==> src/rtl/adder8_pkg.sv <==
// rtl/adder8_pkg.sv - shared width constant and operand type for adder8
package adder8_pkg;

  localparam int ADDER8_W = 8;

  typedef logic [ADDER8_W-1:0] adder8_word_t;

endpackage

==> src/rtl/adder8_full_adder.sv <==
// rtl/adder8_full_adder.sv - 1-bit full adder cell of the adder8 ripple chain
module full_adder (
  input  logic x,
  input  logic y,
  input  logic cin,
  output logic s,
  output logic cout
);

  assign s    = x ^ y ^ cin;
  assign cout = (x & y) | (cin & (x ^ y));

endmodule

==> src/rtl/adder8.sv <==
// rtl/adder8.sv - registered 8-bit ripple-carry adder with carry-out and signed overflow
// Define ADDER8_INPUT_REG_EN to register a/b before the core (2-cycle latency).
module adder8
  import adder8_pkg::*;
(
  input  logic         clk,
  input  logic         rst_n,
  input  adder8_word_t a,
  input  adder8_word_t b,
  output adder8_word_t sum,
  output logic         carryout,
  output logic         overflow
);

  adder8_word_t          op_a;
  adder8_word_t          op_b;
  adder8_word_t          s_comb;
  logic [ADDER8_W:0]     c;

`ifdef ADDER8_INPUT_REG_EN
  adder8_word_t a_q;
  adder8_word_t b_q;

  always_ff @(posedge clk or negedge rst_n) begin
    if (!rst_n) begin
      a_q <= '0;
      b_q <= '0;
    end else begin
      a_q <= a;
      b_q <= b;
    end
  end

  assign op_a = a_q;
  assign op_b = b_q;
`else
  assign op_a = a;
  assign op_b = b;
`endif

  assign c[0] = 1'b0;

  for (genvar i = 0; i < ADDER8_W; i++) begin : g_chain
    full_adder u_fa (
      .x    (op_a[i]),
      .y    (op_b[i]),
      .cin  (c[i]),
      .s    (s_comb[i]),
      .cout (c[i+1])
    );
  end

  // Signed overflow: carry into the sign bit differs from carry out of it.
  always_ff @(posedge clk or negedge rst_n) begin
    if (!rst_n) begin
      sum      <= '0;
      carryout <= 1'b0;
      overflow <= 1'b0;
    end else begin
      sum      <= s_comb;
      carryout <= c[ADDER8_W];
      overflow <= c[ADDER8_W-1] ^ c[ADDER8_W];
    end
  end

endmodule

==> config.mk <==
export PLATFORM = sky130hd
export DESIGN_NAME = adder8
export DESIGN_NICKNAME = d
export VERILOG_FILES = /design/src/rtl/adder8_pkg.sv /design/src/rtl/adder8_full_adder.sv /design/src/rtl/adder8.sv
export SDC_FILE = /design/constraint.sdc
export NUM_CORES = 1
export LEC_CHECK = 0
export ABC_AREA = 1
export CORE_MARGIN = 1.5
export CORE_UTILIZATION = 34
export CTS_CLUSTER_SIZE = 14
export DETAILED_ROUTE_END_ITERATION = 8
export GPL_ROUTABILITY_DRIVEN = 0
export PLACE_DENSITY = 0.77
export SLEW_MARGIN = 20
export SYNTH_ARGS = -nofsm -noshare
export SYNTH_HDL_FRONTEND = slang
export SYNTH_SLANG_ARGS = --single-unit
export TNS_END_PERCENT = 20
==> constraint.sdc <==
create_clock -name clk -period 0.8 [get_ports clk]
set_clock_uncertainty 0.15 [all_clocks]
set_input_delay 0.16 -clock clk [delete_from_list [all_inputs] [get_ports clk]]
set_output_delay 0.16 -clock clk [all_outputs]
set_load 0.05 [all_outputs]
; Yosys cells after proc, flatten, opt, wreduce, memory -nomap -nowiden
; Cells that the tools add are included.
[word_totals]
regBits = 10
in_bits = 18
output_inout_bits = 10
elab_cells = 41
[classes]
bitwise_logic = 38
[ops]
columns = cell, count
row1 = bitwise XOR 1 bit, 16
row2 = bitwise AND 1 bit, 15
row3 = bitwise OR 1 bit, 7

; Longest topological paths before layout
[depth]
ltp_word = 16
mapped_depth = 14
ltp_nobuf = 14

; Hierarchy
; Synthesis repeated with hierarchy kept, for this count alone.
[hier_totals]
hier_cells = 24
area_unflattened_um2 = 432.9
[by_module_without_submodules]
columns = module, instances, cells_per_inst, area_per_inst_um2, seq_area_each_um2
row1 = adder8, 1, 16, 272.8, 250.2
row2 = full_adder, 8, 1, 20.0, 0.0

; Worst setup path before layout
; Ideal clock, no wire load.
[synth_path]
path_type = input -> register
from = input a[0]
to = register sum[7]
arrival_time_ns = 2.989
t_required_ns = 0.586
slack_ns = -2.403
cell_stages = 12
path_buffers = 0
cell_sequence = ha_1 > fa_1 > fa_1 > fa_1 > fa_1 > inv_1 > fa_1 > inv_1 > fa_1 > inv_1 > fa_1 > inv_1
[synth_via]
elab_chain_len = 14
[synth_rtl]
columns = element, line
row1 = start: declaration, adder8.sv:8  ; input adder8_word_t a,
row2 = bitwise AND 1 bit (2 in a row), adder8_full_adder.sv:11  ; assign cout = (x & y) | (cin & (x ^ y));
row3 = bitwise OR 1 bit, adder8_full_adder.sv:11
row4 = bitwise AND 1 bit, adder8_full_adder.sv:11
row5 = bitwise OR 1 bit, adder8_full_adder.sv:11
row6 = bitwise AND 1 bit, adder8_full_adder.sv:11
row7 = bitwise OR 1 bit, adder8_full_adder.sv:11
row8 = bitwise AND 1 bit, adder8_full_adder.sv:11
row9 = bitwise OR 1 bit, adder8_full_adder.sv:11
row10 = bitwise AND 1 bit, adder8_full_adder.sv:11
row11 = bitwise OR 1 bit, adder8_full_adder.sv:11
row12 = bitwise AND 1 bit, adder8_full_adder.sv:11
row13 = bitwise OR 1 bit, adder8_full_adder.sv:11
row14 = bitwise XOR 1 bit, adder8_full_adder.sv:10  ; assign s = x ^ y ^ cin;
row15 = named net g_chain[7].u_fa.s, adder8_full_adder.sv:6  ; output logic s,
row16 = end signal: assignment, adder8.sv:60  ; sum <= s_comb;
row17 = end: declaration, adder8.sv:10  ; output adder8_word_t sum,
; The timed path passes the listed nets, and every way through them passes these cells.

; Final worst setup path
[layout_path]
from = input b[0]
to = register sum[7]
[layout_via]
elab_chain_len = 14
[layout_rtl]
columns = element, line
row1 = start: declaration, adder8.sv:9  ; input adder8_word_t b,
row2 = bitwise AND 1 bit (2 in a row), adder8_full_adder.sv:11
row3 = bitwise OR 1 bit, adder8_full_adder.sv:11
row4 = bitwise AND 1 bit, adder8_full_adder.sv:11
row5 = bitwise OR 1 bit, adder8_full_adder.sv:11
row6 = bitwise AND 1 bit, adder8_full_adder.sv:11
row7 = bitwise OR 1 bit, adder8_full_adder.sv:11
row8 = bitwise AND 1 bit, adder8_full_adder.sv:11
row9 = bitwise OR 1 bit, adder8_full_adder.sv:11
row10 = bitwise AND 1 bit, adder8_full_adder.sv:11
row11 = bitwise OR 1 bit, adder8_full_adder.sv:11
row12 = bitwise AND 1 bit, adder8_full_adder.sv:11
row13 = bitwise OR 1 bit, adder8_full_adder.sv:11
row14 = bitwise XOR 1 bit, adder8_full_adder.sv:10
row15 = named net g_chain[7].u_fa.s, adder8_full_adder.sv:6
; The timed path passes the listed nets, and every way through them passes these cells.

==> out/results.tsv <==
metric	value	unit
first-pass GRT wire length	1690	um
worst-path fanout max	2	
clock sinks	10	
vias in the first global route	379	
Final Util	0.795	
Tcrit/Tclk final	3.64	
largest net degree at the start of global routing	7	
FF+latch count, synth	10	
synth warn	0	
Final #Nets	92	
Max IR drop VDD	0.00137	V
DR DRC count	0	
Die ar.	0.00156	mm^2
status	finished with violations	
vias	342	
die width	39.5	um
worst setup path start	b[0]	
cts bufs inserted	3	
ANT nets after route	0	
Setup WS post-layout	-2110	ps
WP data arrival	2970	ps
Synth area leader	dfrtp_1	
worst path cell trace	buf_6 > ha_4 > fa_2 > fa_2 > fa_2 > fa_2 > inv_2 > fa_2 > inv_2 > fa_2 > inv_2 > fa_2 > inv_2	
WS Path Type	in2reg	
layout cells sized above 1	0.538	
RSZ-0062 raised after global routing	yes	
Fmax achieved	344	MHz
Die Y	39.5	um
clock slew at reported path FFs	70	ps
Synth async-reset ratio	1.00	
Critical-path top delay cell	fa_2	
max cap viols	0	
cell count after synthesis	31	
final wirelength	914	um
Slew Viols, Final	0	
Post-synth top cells	dfrtp_1, inv_1, fa_1	
Max Root-Sink Buffers	2	
Hold Slack	-49.2	ps
Pre-Repair DR Iteration Count	3	
critical path's largest stage delay	440	ps
core box area	0.00117	mm^2
CP Capture Type	flip-flop	
worst path buffer plus inverter count	5	
Syn Nets	57	
Seq/Total Area, Yosys	0.554	
CP startpoint kind	input pin	
Clk Tree Root Cell	clkbuf_4	
n_diodes	0	
post-layout min period	2910	ps
Unique masters post-synth	6	
Post-synth EDFFs	0	
HP Start	a[0]	
CTS tree	done	
DR WL/cell	11.6	um
Crit path top cell by count	fa_2	
num rows	12	
H-tree depth	1	
Area Overhead vs Synth	106	%
Hold Fails Final Rpt	1	
Power Dens Cells	2190	mW/mm^2
main area contributors after synthesis	dfrtp_1, fa_1, inv_1, ha_1, nand2_1	
Avg Vias per Cell	4.33	
antenna violations before repair	0	
slew margin rel.	0.920	
Ports	28	
most common cell in the netlist	dfrtp_1	
P_leak	0.429	nW
worst path required time	860	ps
type of the worst min-delay path	in2reg	
Power Total	0.00204	W
drt first-iter violations	2	
Synth top area share	0.554	
violated checks	hold timing, setup timing	
Port-buffer cells	27	
Most used DFF post-synth	dfrtp_1	
Worst Max-Slew Pin Slew	120	ps
grt ovf	0	
Synth Cell Area	452	um^2
CP delay by family, top	adder cells	
HPWL Detailed	799	um
GR Util All Layers	0.177	
Synth Area per Inst	14.6	um^2
starting density of the core	0.386	
final setup fails	19	
[placed cells by master (no fill, tap or decap)]
| cell | n |
|---|---|
| buf_12 | 10 |
| buf_4 | 3 |
| buf_6 | 2 |
| clkbuf_2 | 1 |
| clkbuf_4 | 3 |
| clkbuf_8 | 1 |
| clkdlybuf4s15_1 | 1 |
| clkdlybuf4s50_1 | 13 |
| dfrtp_1 | 10 |
| fa_2 | 7 |
| ha_4 | 1 |
| inv_1 | 5 |
| inv_2 | 5 |
| nand2_1 | 1 |
| nand2_2 | 2 |
[area by class of cell]
cell class,instances,area [um^2]
Timing Repair Buffer,30,390
Sequential cell,10,250
Fill cell,65,240
Multi-Input combinational cell,11,199
Inverter,10,37.5
Clock buffer,4,36.3
Tap cell,14,17.5
[through the flow]
stage | instances | TNS, ps | cell area (um^2) | worst slack (ps)
after floorplan | 31 | -13480 | 482 | -2180
after global placement | 74 | -17870 | 885 | -2710
after detailed placement | 74 | -18300 | 885 | -2760
after CTS | 79 | -16130 | 928 | -2310
after global routing | 79 | -15500 | 931 | -2200
final | 79 | -14730 | 931 | -2110
[flip-flops by register name (all words and copies together) (netlist names)]
| register | cells |
|---|---|
| overflow | 1 |
| carryout | 1 |
| sum | 8 |
[layer usage]
| metal | track usage | part of all wire |
|---|---|---|
| met1 | 0.204 | 0.35 |
| met2 | 0.283 | 0.56 |
| met3 | 0.0398 | 0.058 |
| met4 | 0.129 | 0.034 |
| met5 | 0 | 0 |
[worst paths after layout]
check                           end  slack, ps  depth (start not counted)
worst max-delay path         sum[7]      -2110                         13
worst min-delay path         sum[0]        -50                          2
max in group asynchronous  carryout        310                          2
min in group asynchronous    sum[2]         70                          2
[cells by family after synthesis]
kind of cell	synth area share
AND/OR/NAND/NOR	0.0249
buffers and inverters	0.0831
adder cells (fa/ha/maj)	0.338
flip-flops	0.554
[where the power goes]
group	total [W]	internal (W)	switching [W]	leakage (nW)
logic	0.000923	0.000471	0.000451	0.291
registers	0.000663	0.000591	0.0000720	0.117
clock network	0.000452	0.000277	0.000176	0.0210
total	0.00204	0.00134	0.000699	0.429
[timing repair]
action | in CTS | in global routing
cloned | 0 | 0
setup endpoints to repair | 20 | 19
gates resized for setup | 13 | 5
pin swaps | 10 | 8
setup buffers | 1 | 0
hold endpoints to repair | 1 | 1
Power figures use the tool's default switching activity.
